**src/rtl/serial_mult_ctrl.sv**
```systemverilog
// Bit-serial unsigned WA x WB shift-and-add multiplier.
// One full adder is time-shared across all partial-product bits.
// Each row (one multiplier bit) takes WA+1 cycles, so latency is fixed.

// Single-bit full adder; the only arithmetic element touching data.
module full_adder (
  input  logic i_a,
  input  logic i_b,
  input  logic i_cin,
  output logic o_sum,
  output logic o_cout
);
  assign o_sum  = i_a ^ i_b ^ i_cin;
  assign o_cout = (i_a & i_b) | (i_cin & (i_a ^ i_b));
endmodule

module serial_mult_ctrl #(
  parameter int WA = 3,
  parameter int WB = 2
) (
  input  logic            clk,
  input  logic            reset,
  input  logic            start,
  input  logic [WA-1:0]   a_in,
  input  logic [WB-1:0]   b_in,
  output logic            ready,
  output logic            done,
  output logic [WA+WB-1:0] product
);

  localparam int PW = WA + WB;
  localparam int IW = $clog2(WA + 1);
  localparam int JW = (WB > 1) ? $clog2(WB) : 1;
  localparam int XW = $clog2(PW);

  typedef enum logic [1:0] {S_IDLE, S_ADD, S_DONE} state_t;

  state_t         r_state, w_next;
  logic [WA-1:0]  r_a;
  logic [WB-1:0]  r_b;
  logic [PW-1:0]  r_acc, w_acc_nxt;
  logic           r_carry;
  logic [IW-1:0]  r_i;
  logic [JW-1:0]  r_j;
  logic [PW-1:0]  r_product;

  logic [XW-1:0]  w_p;
  logic           w_abit, w_bbit, w_accbit;
  logic           w_fa_b, w_sum, w_cout;
  logic           w_row_end, w_last;

  // Bit position p = i + j; counters are the only '+' users.
  assign w_p       = XW'(r_i) + XW'(r_j);
  assign w_row_end = (r_i == IW'(WA));
  assign w_last    = w_row_end && (r_j == JW'(WB - 1));

  // Operand bit selection via explicit muxes so out-of-range i (== WA) yields 0.
  always_comb begin
    w_abit   = 1'b0;
    w_bbit   = 1'b0;
    w_accbit = 1'b0;
    for (int k = 0; k < WA; k++)
      if (r_i == IW'(k)) w_abit = r_a[k];
    for (int k = 0; k < WB; k++)
      if (r_j == JW'(k)) w_bbit = r_b[k];
    for (int k = 0; k < PW; k++)
      if (w_p == XW'(k)) w_accbit = r_acc[k];
  end

  // Extra (WA-th) cycle of each row only flushes the carry into acc[p].
  assign w_fa_b = w_row_end ? 1'b0 : (w_abit & w_bbit);

  full_adder u_fa (
    .i_a    (w_accbit),
    .i_b    (w_fa_b),
    .i_cin  (r_carry),
    .o_sum  (w_sum),
    .o_cout (w_cout)
  );

  // Accumulator with bit p replaced by the adder sum; also feeds product on the last step.
  always_comb begin
    w_acc_nxt = r_acc;
    for (int k = 0; k < PW; k++)
      if (w_p == XW'(k)) w_acc_nxt[k] = w_sum;
  end

  // State register.
  always_ff @(posedge clk) begin
    if (reset) r_state <= S_IDLE;
    else       r_state <= w_next;
  end

  // Next-state and handshake outputs.
  always_comb begin
    w_next = r_state;
    ready  = 1'b0;
    done   = 1'b0;
    case (r_state)
      S_IDLE: begin
        ready = 1'b1;
        if (start) w_next = S_ADD;
      end
      S_ADD: begin
        if (w_last) w_next = S_DONE;
      end
      S_DONE: begin
        done   = 1'b1;
        w_next = S_IDLE;
      end
      default: w_next = S_IDLE;
    endcase
  end

  // Datapath: operand capture, one adder step per ADD cycle, result capture.
  always_ff @(posedge clk) begin
    if (reset) begin
      r_a       <= '0;
      r_b       <= '0;
      r_acc     <= '0;
      r_carry   <= 1'b0;
      r_i       <= '0;
      r_j       <= '0;
      r_product <= '0;
    end else begin
      case (r_state)
        S_IDLE: begin
          if (start) begin
            r_a     <= a_in;
            r_b     <= b_in;
            r_acc   <= '0;
            r_carry <= 1'b0;
            r_i     <= '0;
            r_j     <= '0;
          end
        end
        S_ADD: begin
          r_acc <= w_acc_nxt;
          if (w_row_end) begin
            r_carry <= 1'b0;
            r_i     <= '0;
            if (w_last) begin
              r_j       <= '0;
              r_product <= w_acc_nxt;
            end else begin
              r_j <= r_j + JW'(1);
            end
          end else begin
            r_carry <= w_cout;
            r_i     <= r_i + IW'(1);
          end
        end
        default: ;
      endcase
    end
  end

  assign product = r_product;

endmodule

```
**config.mk**
```make
export PLATFORM = sky130hd
export DESIGN_NAME = serial_mult_ctrl
export DESIGN_NICKNAME = d
export VERILOG_FILES = /design/src/rtl/serial_mult_ctrl.sv
export SDC_FILE = /design/constraint.sdc
export NUM_CORES = 1
export LEC_CHECK = 0
export ABC_AREA = 1
export CORE_MARGIN = 2
export CORE_UTILIZATION = 35
export CTS_CLUSTER_SIZE = 8
export DETAILED_ROUTE_END_ITERATION = 16
export GPL_TIMING_DRIVEN = 0
export MAX_ROUTING_LAYER = met4
export PLACE_DENSITY_LB_ADDON = 0.15
export SKIP_LAST_GASP = 1
export SLEW_MARGIN = 20
export SYNTH_ARGS = -nofsm -noshare
export SYNTH_HDL_FRONTEND = slang
export SYNTH_SLANG_ARGS = --single-unit
```
**constraint.sdc**
```tcl
create_clock -name clk -period 4.6 [get_ports clk]
set_input_delay 1.38 -clock clk [delete_from_list [all_inputs] [get_ports clk]]
set_output_delay 1.38 -clock clk [all_outputs]
set_load 0.005 [all_outputs]
```
==> metrics.txt <==
outcome=completed; final std cells w/o fill=216; CTS Root Cell=clkbuf_4; PD cells=~260 nW/um^2; worst vdd ir=between 0.15 and 0.2 mV; nets=188; TritonCTS clock tree=done; vias in the first global route=950; syn_nets=170; clk buf depth=2; first-pass GRT wire length=~4200 microns; IO Port Bufs=13; crit end category=primary output; Setup-failing EPs final=0; setup TNS=0 ns; Detail Placement HPWL=1756 microns; max frequency=approximately 370 MHz; initial core utilization=36.49%; min-delay worst type=flip-flop to flip-flop; Final GP Congestion=just over 0.8; layout cells sized above 1=8.140%; crit path max fanout=2; placed cell count=212; max cap viols=0; Seq cells post-synth=21; relative slew slack=between 70% and 80%; Die Height=60.19 microns; Synth cell types=22; crit path kind=flip-flop to primary output; drt total wl=around 2300 microns; Ys Warns=0; # rows=20; Clk Latency, worst-skew pair=0.30 ns; Clock Sinks=21; startpoint type of the worst setup path=flip-flop; Synth Cell Area=1105 sq um; CTS clk-pin slew, worst paths=0.11 ns; Slowest cell on crit path=clkdlybuf4s50_1; drt pass-1 iters=4; Die Area=3622 sq um; wire per inst=10.64 microns; DP Area=1290 sq um; crit-path cells=inv_1 > nor2_1 > clkdlybuf4s50_1; CTS Hold Bufs=0; Vias/cell=4.574; Seq/Total Area, Yosys=38.05%; average size of a mapped cell=7.128 sq um; largest net degree at the start of global routing=12; Syn Inst Count=155; boundary pin count=15; antenna violations before repair=0; drt drc=0; fin. max-slew vios=0; Worst-Margin Slew=0.3549 ns; Core ar.=3028 sq um; Final Hold Viols=0; Tot GR Track Use=~16%; P_leak=0.5164 nW; WHS=0.4662 ns; CTS Buf Count=3; chip width=60.19 microns; n_diodes=0; grt ovf=0; Post-CTS Setup Bufs=0; H-tree depth=1; unrepaired setup endpoints after global routing=no; post-route ant nets=0; Tmin final=2.706 ns; final instance area=approximately 1300 sq um; via count=988; Worst Path Arrival=approximately 1.3 ns; Area growth, synth to finish=19.14%; Critical Path RT=3.22 ns; worst clock skew=0.001007 ns; PostCTS Resize Cnt=0; Largest stage delay, worst path=around 0.51 ns; period utilization=58.82%; DR iter-0 viols=16
## report_power, final
part           switching [mW]  leakage, nW  internal (mW)  total [mW]
registers             0.00549        0.171          0.188       0.194
logic                  0.0357        0.330         0.0229      0.0586
clock network          0.0552       0.0150         0.0338      0.0890
## registers in the layout (all words and copies together), names as in the netlist
signal   cells
product      5
r_a          3
r_acc        5
r_b          2
r_carry      1
r_i          2
r_j          1
r_state      2
## per-stage QoR
| step | util, % | setup WS, ns | power, mW |
|---|---|---|---|
| after global routing | 43.47 | 1.750 | 0.3661 |
| after floorplan | - | 2.300 | 0.2392 |
| final | 43.47 | 1.895 | 0.3414 |
| after CTS | 43.47 | 1.873 | 0.3476 |
| after global placement | 42.60 | 2.035 | 0.2557 |
| after detailed placement | 42.60 | 1.998 | 0.2571 |
## layer usage
| metal | share of wire (%) | global-route usage (%) |
|---|---|---|
| met5 | 0 | - |
| met1 | 53 | 21.34 |
| met2 | 43 | 23.45 |
| met4 | 0.57 | 5.714 |
| met3 | 3.2 | 2.597 |
## path summary, 6_finish.rpt
path	from	endpoint	slack (ns)	cells after the start
worst max-delay path	r_state[1]$_SDFFE_PP0P_	done	1.89	3
worst min-delay path	r_carry$_SDFFE_PP0P_	r_carry$_SDFFE_PP0P_	0.47	2
worst max register to register	r_i[0]$_SDFFE_PP0P_	product[2]$_SDFFE_PP0P_	1.97	13
worst min register to register	r_carry$_SDFFE_PP0P_	r_carry$_SDFFE_PP0P_	0.47	2
## final cells by class
cell class,count,area [sq um]
plain buffers,2,8.758
clock buffers,4,26.28
fillers,306,1712
inverters,17,68.82
multi-input cells,115,606.8
flip-flops and latches,21,420.4
well taps,44,55.05
repair buffers,13,130.1
## worst max-delay path: cells and delay by family, from the launching register on
kind	cells	cell delay, ns
buffers and inverters	2	0.58
and+or+nand+nor	1	0.09
DFF	1	0.36
## Yosys cell counts, drive strengths merged
cell type | count | area [sq um]
a21oi | 14 | 70.07
nand4 | 3 | 18.77
fa | 1 | 20.02
inv | 17 | 68.81
dfxtp | 21 | 420.4
o21ai | 8 | 40.04
ha | 6 | 75.07
nand2 | 49 | 188.9
mux2i | 1 | 10.01
a211oi | 1 | 7.510
o21a | 1 | 7.510
nand3 | 11 | 55.05
buf | 1 | 5.000
or2 | 1 | 6.260
nor2 | 19 | 107.6
clkbuf | 1 | 3.750
## cell usage in the layout (no fill, tap or decap)
master,synthesis,routed
nor2_1,14,14
inv_1,14,14
clkbuf_4,0,3
buf_2,1,1
clkbuf_1,1,2
fa_1,1,1
o21ai_0,8,8
inv_2,1,1
nand2_2,2,2
ha_1,6,6
a211oi_1,1,1
inv_4,2,2
or2_1,1,1
nand2_1,47,47
nand3_1,11,11
nor2_2,2,2
clkdlybuf4s50_1,0,13
dfxtp_1,21,21
nor2_4,2,2
nor2_8,1,1
a21oi_1,14,14
o21a_1,1,1
nand4_1,3,3
mux2i_1,1,1
## logic make-up after synthesis
logic type                 synth area share [%]
AOI/OAI and AO/OA                         11.33
adders and majority gates                 8.607
buffers and inverters                     7.020
DFF                                       38.05
muxes                                    0.9060
and+or+nand+nor                           34.09
Power figures use the tool's default switching activity.
